==> config.mk <==
export PLATFORM = sky130hd
export DESIGN_NAME = stack_sequencer
export DESIGN_NICKNAME = d
export VERILOG_FILES = /design/src/rtl/stack_seq_pkg.sv /design/src/rtl/stack_seq_alu.sv /design/src/rtl/stack_sequencer.sv
export SDC_FILE = /design/constraint.sdc
export NUM_CORES = 1
export LEC_CHECK = 0
export BUFFER_PORTS_ARGS = -buffer_cell sky130_fd_sc_hd__buf_4
export CAP_MARGIN = 10
export CORE_AREA = 2 2 85 66
export DETAILED_ROUTE_END_ITERATION = 10
export DIE_AREA = 0 0 87 68
export GPL_TIMING_DRIVEN = 1
export HOLD_SLACK_MARGIN = 0.12
export PLACE_DENSITY_LB_ADDON = 0.12
export SKIP_LAST_GASP = 1
export SYNTH_ARGS = -nofsm -noshare
export SYNTH_HDL_FRONTEND = slang
export SYNTH_SLANG_ARGS = --single-unit
==> constraint.sdc <==
create_clock -name clk -period 3.7 [get_ports clk]
set_input_delay 0.185 -clock clk [delete_from_list [all_inputs] [get_ports clk]]
set_output_delay 0.185 -clock clk [all_outputs]
set_load 0.05 [all_outputs]
==> src/rtl/stack_seq_pkg.sv <==
// Shared types and defaults for the stack command sequencer.
// Opcode/state encodings and error codes used by stack_sequencer and its ALU.
package stack_seq_pkg;

    localparam int DEF_DATA_W = 8;
    localparam int DEF_DEPTH  = 32;

    typedef enum logic [2:0] {
        OP_NOP  = 3'd0,
        OP_PUSH = 3'd1,
        OP_POP  = 3'd2,
        OP_TOP  = 3'd3,
        OP_ADD  = 3'd4,
        OP_SUB  = 3'd5,
        OP_AND  = 3'd6,
        OP_NOT  = 3'd7
    } opcodeT;

    typedef enum logic [2:0] {
        IDLE,
        ISSUE1,
        ISSUE2,
        CAPTURE,
        WRITE,
        DONE,
        ERR
    } stateT;

    localparam logic [1:0] ERR_NONE  = 2'd0;
    localparam logic [1:0] ERR_UNDER = 2'd1;
    localparam logic [1:0] ERR_OVER  = 2'd2;

    function automatic logic isBinary(opcodeT op);
        return op inside {OP_ADD, OP_SUB, OP_AND};
    endfunction

endpackage

==> src/rtl/stack_seq_alu.sv <==
// Combinational ALU for the stack sequencer.
// opA is the next-to-top operand, opB the old top.
module stack_seq_alu
    import stack_seq_pkg::*;
#(
    parameter int DATA_W = DEF_DATA_W
) (
    input  logic [2:0]        op,
    input  logic [DATA_W-1:0] opA,
    input  logic [DATA_W-1:0] opB,
    output logic [DATA_W-1:0] y
);

    always_comb begin
        y = '0;
        unique case (opcodeT'(op))
            OP_ADD:  y = opA + opB;
            OP_SUB:  y = opA - opB;
            OP_AND:  y = opA & opB;
            OP_NOT:  y = ~opA;
            default: y = '0;
        endcase
    end

endmodule

==> src/rtl/stack_sequencer.sv <==
// Stack-machine instruction sequencer driving an 8-bit stack block.
// Define STACK_SEQ_GUARD_EN to enable underflow/overflow rejection.
module stack_sequencer
    import stack_seq_pkg::*;
#(
    parameter int DATA_W = DEF_DATA_W,
    parameter int DEPTH  = DEF_DEPTH
) (
    input  logic                       clk,
    input  logic                       rstN,
    input  logic                       instrValid,
    output logic                       instrReady,
    input  logic [2:0]                 opcode,
    input  logic [DATA_W-1:0]          imm,
    output logic                       push,
    output logic                       pop,
    output logic                       tos,
    output logic [DATA_W-1:0]          stkDataOut,
    input  logic [DATA_W-1:0]          stkDataIn,
    output logic                       resValid,
    output logic [DATA_W-1:0]          result,
    output logic                       errValid,
    output logic [1:0]                 errCode,
    output logic [$clog2(DEPTH+1)-1:0] depth
);

    localparam int CNT_W = $clog2(DEPTH + 1);
    localparam logic [CNT_W-1:0] D_MAX = CNT_W'(DEPTH);

    stateT  state, stateNext;
    opcodeT opQ, opIn;
    logic   readyQ, accept;
    logic   pushN, popN, tosN, resValidN;
    logic [DATA_W-1:0] opB, aluY, resultN, dataOutN;
    logic [CNT_W-1:0]  depthN;

    assign opIn       = opcodeT'(opcode);
    assign instrReady = readyQ;
    assign accept     = instrValid && readyQ;

    stack_seq_alu #(.DATA_W(DATA_W)) uAlu (
        .op  (opQ),
        .opA (stkDataIn),
        .opB (opB),
        .y   (aluY)
    );

`ifdef STACK_SEQ_GUARD_EN
    logic under, over, errValidN;
    logic [1:0] errCodeN;

    assign under = isBinary(opIn) ? (depth < CNT_W'(2))
                 : ((opIn inside {OP_POP, OP_TOP, OP_NOT}) && depth == '0);
    assign over  = (opIn == OP_PUSH) && (depth == D_MAX);
`endif

    always_comb begin
        stateNext = state;
        pushN     = 1'b0;
        popN      = 1'b0;
        tosN      = 1'b0;
        resValidN = 1'b0;
        resultN   = result;
        dataOutN  = stkDataOut;
`ifdef STACK_SEQ_GUARD_EN
        errValidN = 1'b0;
        errCodeN  = ERR_NONE;
`endif
        unique case (state)
            IDLE: begin
                if (accept) begin
`ifdef STACK_SEQ_GUARD_EN
                    if (under || over) begin
                        stateNext = ERR;
                        errValidN = 1'b1;
                        errCodeN  = under ? ERR_UNDER : ERR_OVER;
                    end else
`endif
                    begin
                        unique case (opIn)
                            OP_NOP: stateNext = IDLE;
                            OP_PUSH: begin
                                stateNext = WRITE;
                                pushN     = 1'b1;
                                dataOutN  = imm;
                                resultN   = imm;
                                resValidN = 1'b1;
                            end
                            OP_TOP: begin
                                stateNext = ISSUE1;
                                tosN      = 1'b1;
                            end
                            default: begin
                                stateNext = ISSUE1;
                                popN      = 1'b1;
                            end
                        endcase
                    end
                end
            end
            ISSUE1: begin
                if (isBinary(opQ)) begin
                    stateNext = ISSUE2;
                    popN      = 1'b1;
                end else begin
                    stateNext = CAPTURE;
                end
            end
            ISSUE2: stateNext = CAPTURE;
            CAPTURE: begin
                resValidN = 1'b1;
                if (opQ inside {OP_POP, OP_TOP}) begin
                    stateNext = DONE;
                    resultN   = stkDataIn;
                end else begin
                    stateNext = WRITE;
                    pushN     = 1'b1;
                    dataOutN  = aluY;
                    resultN   = aluY;
                end
            end
            default: stateNext = IDLE;
        endcase
    end

    // Depth wraps modulo DEPTH+1; with guards on it never reaches a wrap.
    always_comb begin
        depthN = depth;
        if (pushN)
            depthN = (depth == D_MAX) ? '0 : depth + 1'b1;
        else if (popN)
            depthN = (depth == '0) ? D_MAX : depth - 1'b1;
    end

    always_ff @(posedge clk or negedge rstN) begin
        if (!rstN) begin
            state      <= IDLE;
            readyQ     <= 1'b0;
            depth      <= '0;
            push       <= 1'b0;
            pop        <= 1'b0;
            tos        <= 1'b0;
            resValid   <= 1'b0;
            result     <= '0;
            stkDataOut <= '0;
            opQ        <= OP_NOP;
            opB        <= '0;
        end else begin
            state      <= stateNext;
            readyQ     <= (stateNext == IDLE);
            depth      <= depthN;
            push       <= pushN;
            pop        <= popN;
            tos        <= tosN;
            resValid   <= resValidN;
            result     <= resultN;
            stkDataOut <= dataOutN;
            if (accept)
                opQ <= opIn;
            if (state == ISSUE2)
                opB <= stkDataIn;
        end
    end

`ifdef STACK_SEQ_GUARD_EN
    always_ff @(posedge clk or negedge rstN) begin
        if (!rstN) begin
            errValid <= 1'b0;
            errCode  <= ERR_NONE;
        end else begin
            errValid <= errValidN;
            errCode  <= errCodeN;
        end
    end
`else
    assign errValid = 1'b0;
    assign errCode  = ERR_NONE;
`endif

endmodule
==> results of run 1 <==
==> per-stage QoR <==
stage | instances | setup WS (ps) | cell area [um^2] | util
2_1_floorplan | 311 | 969 | 2760 | -
5_1_grt | 415 | 508 | 3210 | 0.624
4_1_cts | 415 | 726 | 3210 | 0.624
6_report | 415 | 701 | 3210 | 0.624
3_3_place_gp | 406 | 852 | 3120 | 0.605
3_5_place_dp | 406 | 750 | 3120 | 0.605
==> cells in the mapped netlist (all sizes together) (8+ instances only) <==
cell / n
dfrtp: 41
nand2: 30
nor2: 24
o21ai: 24
a21oi: 19
inv: 16
ha: 12
mux2: 12
a31oi: 10
nor3: 10
buf: 9
nand3: 9
xnor2: 9
clkbuf: 8
==> worst max-delay path, stage by stage (launching register included) <==
cell	delay [ps]
dfrtp_1	560
and3b_1	350
mux2_2	400
fa_1	410
nor2b_1	170
o21a_1	200
nor3_1	60
o21ai_0	140
or3b_2	470
a31oi_1	170
==> registers in the layout (all words and copies together), names as in the netlist, 3 cells and up <==
| signal | cells |
|---|---|
| result | 8 |
| opQ | 3 |
| stkDataOut | 8 |
| state | 3 |
| depth | 6 |
| opB | 8 |
==> layer usage <==
metal | share of wire | up-vias | GRT usage
li1 | - | 1190 | -
met1 | 0.51 | 1135 | 0.384
met2 | 0.41 | 99 | 0.346
met3 | 0.071 | 7 | 0.0495
met4 | 0.011 | 0 | 0.0645
met5 | 0 | - | 0
==> final timing paths <==
kind | startpoint | to | slack [ps]
min in group asynchronous | rstN | stkDataOut[0] | 400
hold reg to reg | result[5] | result[5] | 490
setup reg to reg | opQ[2] | stkDataOut[4] | 700
hold / removal | opcode[1] | tos | 150
max in group asynchronous | rstN | opQ[1] | 2930
setup / recovery | opQ[2] | stkDataOut[4] | 700
==> final cells by class <==
cell class	instances	area, um^2
fill	460	1940
multi-input combinational	236	1570
sequential	41	1030
timing repair buffer	51	385
tap	62	77.6
clock buffer	5	68.8
inverter	17	63.8
clock inverter	3	17.5
==> kinds of logic after synthesis <==
logic type,Yosys count
XOR/XNOR,12
AND/OR/NAND/NOR,105
AO/OA/AOI/OAI,86
flip-flops,41
buffers and inverters,34
adder cells (fa/ha/maj),13
other,1
multiplexers,17
==> qor.csv, run 1 <==
stage,metric,value,unit
cells_and_area,"commonest cells after routing, fill and taps aside","buf_4 (50), dfrtp_1 (41), nand2_1 (29)",
synth,Main synth FF type,dfrtp_1,
synth,post-synthesis simple-gate area fraction,0.199,
synth,synthesized area,2760,um^2
outcome,status,finished clean,
sta,Fin Hold WS,151,ps
route,Vias,2431,
min_path,Hold Crit Depth,3,
cells_and_area,synthesis-to-finish area growth,16.6,%
synth,Syn Inst Count,309,
worst_setup_path,Worst Setup Start Kind,flip-flop,
floorplanning,Cell Rows,23,
sta,RSZ-0062 raised after global routing,no,
floorplanning,Die X,87,um
grt,initial antenna violation count,0,
clock_tree,H-tree levels,2,
floorplanning,core area,5150,um^2
synth,YS warnings,0,
place,dpl hpwl,5.15,mm
clock_tree,TritonCTS clock tree,built,
synth,fraction of registers with async set/reset,1.00,
route,DR iter-0 viols,171,
synth,largest family of logic cells by synthesized area,compound AO/OA/AOI/OAI gates,
sta,Worst Skew,10.1,ps
worst_setup_path,critical path peak fanout,13,
grt,via count of the first global-routing pass,2247,
sta,worst-margin pin slew,680,ps
sta,max-slew violations,0,
synth,#FFs+latches synth,41,
clock_tree,Clock Sinks,41,
clock_tree,postcts setup bufs,0,
grt,gr ovfl total,0,
synth,xor-xnor portion of the synthesized cell area,0.0381,
place,GP Congestion,0.860,
clock_tree,Max clock buf depth,2,
worst_setup_path,crit path DAT,3220,ps
synth,Post-Synth Adder-Cell Area,0.0617,
route,antenna-violating nets left,0,
clock_tree,CTS resizes,0,
clock_tree,"Clk pin slew, worst setup/hold paths",80,ps
cells_and_area,Nets,387,
route,DRC Markers,0,
cells_and_area,"most common cell after layout, fill and taps aside",buf_4,
cells_and_area,diode count,0,
sta,final hold violation count,0,
synth,Yosys cell types,59,
synth,"top cells by area, synth","dfrtp_1 (37%), ha_1 (5.4%), mux2_2 (4.9%), o21ai_0 (4.2%), nand2_1 (3.9%)",
place,# port buffers,48,
clock_tree,worst skew pair latency,300,ps
sta,Slew Limit Headroom,0.545,
route,routed wire length per instance,16.3,um
synth,sequential area share after synthesis,0.372,
floorplanning,die area,5920,um^2
synth,mux cell area share after synthesis,0.0672,
sta,min cycle time layout,3000,ps
synth,area fraction in compound gates after synthesis,0.201,
synth,leading area contributor after synthesis,dfrtp_1,
worst_setup_path,Worst Path Required,3920,ps
grt,global-route wire length before repair,11.2,mm
clock_tree,total CTS buffers,5,
worst_setup_path,Setup CP Type,reg -> reg,
synth,syn_area_per_cell,8.92,um^2
route,Pre-antenna DRT Iters,7,
grt,gr usage total,0.247,
route,vias per cell,5.86,
synth,Post-synth EDFFs,0,
cells_and_area,share of layout cells above drive strength 1,0.232,
min_path,Hold Path Class,in -> reg,
floorplanning,# IOs,52,
worst_setup_path,Worst Setup End Kind,flip-flop,
grt,largest net degree at the start of global routing,42,
clock_tree,Root Buffer,clkbuf_8,
worst_setup_path,r2r worst-path depth,9,
floorplanning,Initial Utilization,0.535,
sta,final worst-path cycle share,0.811,
run,max cap viols,0,
route,Post-Route WL,6.77,mm
sta,Max Fclk,333,MHz
floorplanning,Chip Height,68,um
sta,setup_tns,0,ps
synth,post-synth top area share,0.372,
sta,Setup Viol. Count Final,0,
clock_tree,post-cts hold buffer count,1,
Power of run 1 is not shown: default switching activity piles up to over one toggle a cycle in this logic, so the estimate is an artifact.
==> run 2: changes to the inputs <==
Settings changed: CORE_AREA 2 2 85 66 to 2 2 89 70, DIE_AREA 0 0 87 68 to 0 0 91 72.
Clock period 3.7 ns to 2.6 ns, I/O delays scaled along.
==> qor.csv, run 2 (synthesis results as in run 1) <==
stage,metric,value,unit,change
place,GP Congestion,0.913,,was 0.860
worst_setup_path,crit path DAT,2750,ps,was 3220 ps
clock_tree,total CTS buffers,5,,unchanged
sta,Setup Viol. Count Final,0,,unchanged
route,Post-Route WL,7.12,mm,was 6.77 mm
cells_and_area,biggest regs,"opB (8), result (8), stkDataOut (8)",,unchanged
sta,Slew Limit Headroom,0.576,,was 0.545
floorplanning,Die X,91,um,was 87 um
clock_tree,worst skew pair latency,290,ps,was 300 ps
floorplanning,Cell Rows,24,,was 23
worst_setup_path,Worst Setup Start Kind,flip-flop,,unchanged
floorplanning,Chip Height,72,um,was 68 um
sta,Worst Skew,10.3,ps,was 10.1 ps
floorplanning,Initial Utilization,0.488,,was 0.535
grt,global-route wire length before repair,11.8,mm,was 11.2 mm
route,DR WL met2,2.90,mm,was 2.75 mm
min_path,Hold Path Class,in -> reg,,unchanged
sta,RSZ-0062 raised after global routing,yes,,was no
cells_and_area,"commonest cells after routing, fill and taps aside","buf_4 (74), dfrtp_1 (41), nand2_1 (29)",,"was buf_4 (50), dfrtp_1 (41), nand2_1 (29)"
route,Top Metal Used,met4,,unchanged
route,routed wire length per instance,15.4,um,was 16.3 um
route,DRC Markers,0,,unchanged
worst_setup_path,critical path peak fanout,5,,was 13
clock_tree,Max clock buf depth,2,,unchanged
clock_tree,Root Buffer,clkbuf_8,,unchanged
route,Pre-antenna DRT Iters,4,,was 7
route,DR iter-0 viols,186,,was 171
cells_and_area,Multi-input gate area,1660,um^2,was 1570 um^2
sta,final worst-path cycle share,0.988,,was 0.811
sta,Max Fclk,389,MHz,was 333 MHz
clock_tree,"Clk pin slew, worst setup/hold paths",80,ps,about the same
grt,initial antenna violation count,0,,unchanged
route,met1 WL,3.78,mm,was 3.46 mm
worst_setup_path,Worst Path Required,2780,ps,was 3920 ps
sta,max-slew violations,0,,unchanged
route,vias per cell,5.41,,was 5.86
clock_tree,Clock Sinks,41,,unchanged
grt,largest net degree at the start of global routing,42,,unchanged
cells_and_area,register area,1030,um^2,unchanged
floorplanning,# IOs,52,,unchanged
route,Detail Route met3 WL,395,um,was 480 um
cells_and_area,synthesis-to-finish area growth,31.0,%,was 16.6%
grt,gr usage total,0.223,,was 0.247
place,# port buffers,48,,unchanged
cells_and_area,share of layout cells above drive strength 1,0.309,,was 0.232
floorplanning,core area,5650,um^2,was 5150 um^2
cells_and_area,"most common cell after layout, fill and taps aside",buf_4,,unchanged
grt,gr ovfl total,0,,unchanged
worst_setup_path,Worst Setup End Kind,flip-flop,,unchanged
clock_tree,H-tree levels,2,,unchanged
sta,final hold violation count,0,,unchanged
route,Vias,2506,,was 2431
route,antenna-violating nets left,0,,unchanged
sta,min cycle time layout,2570,ps,was 3000 ps
worst_setup_path,Setup CP Type,reg -> reg,,unchanged
sta,worst-margin pin slew,629,ps,was 680 ps
cells_and_area,Filler cells,499,,was 460
floorplanning,die area,6550,um^2,was 5920 um^2
outcome,status,finished clean,,unchanged
clock_tree,TritonCTS clock tree,built,,unchanged
cells_and_area,diode count,0,,unchanged
run,max cap viols,0,,unchanged
place,dpl hpwl,5.26,mm,was 5.15 mm
cells_and_area,Finished Core Util,0.640,,was 0.624
grt,via count of the first global-routing pass,2323,,was 2247
cells_and_area,Nets,419,,was 387
run 2: worst paths after layout:
path	startpoint	endpoint	slack, ps	depth (start not counted)
min in group asynchronous	rstN	stkDataOut[3]	340	2
max in group asynchronous	rstN	opB[3]	1880	2
worst min register to register	stkDataOut[6]	stkDataOut[6]	490	2
worst min-delay path	imm[2]	stkDataOut[2]	120	3
worst max-delay path	opQ[1]	stkDataOut[7]	30	11
worst max register to register	opQ[1]	stkDataOut[7]	30	11
run 2: layout make-up:
class,instances,area share
Clock inverter,1,0.00831
Tap cell,78,0.0270
Sequential cell,41,0.284
Clock buffer,7,0.0239
Multi-Input combinational cell,236,0.460
Timing Repair Buffer,83,0.179
Inverter,17,0.0177
run 2: worst max-delay path: stages, from the launching register on:
cell and delay (ps):
dfrtp_1 380, and3b_2 310, nor2_4 60, xnor2_2 130, ha_1 350, buf_4 150
o211ai_1 160, a21oi_1 90, o41ai_2 270, xnor2_1 170, o21ai_1 110, mux2_2 270
run 2: per-layer routing:
metal	up-vias	track usage
li1	1252	-
met1	1175	0.358
met2	75	0.317
met3	4	0.0332
met4	0	0.0455
met5	-	0
run 2: timing repair:
item                                    4_1_cts  5_1_grt
gates resized for setup                       2       22
cloned                                        0        0
endpoints found under the setup margin        3        8
endpoints found under the hold margin        48        0
pin swaps                                     1       12
hold buffers                                  8        0
setup buffers                                 5        8
run 2: through the flow:
stage / setup TNS (ps) / hold slack, ps / cells / cell area [um^2] / setup WS (ps)
floorplan: 0 / -166 / 311 / 2780 / 26.7
global placement: 0 / 143 / 434 / 3230 / 12.0
detailed placement: -102 / 152 / 434 / 3230 / -59.0
CTS: -0.468 / 121 / 455 / 3470 / -0.468
global route: -176 / 128 / 463 / 3610 / -82.4
finish: 0 / 122 / 463 / 3610 / 30.9
Power of run 2 is left out for the same reason.
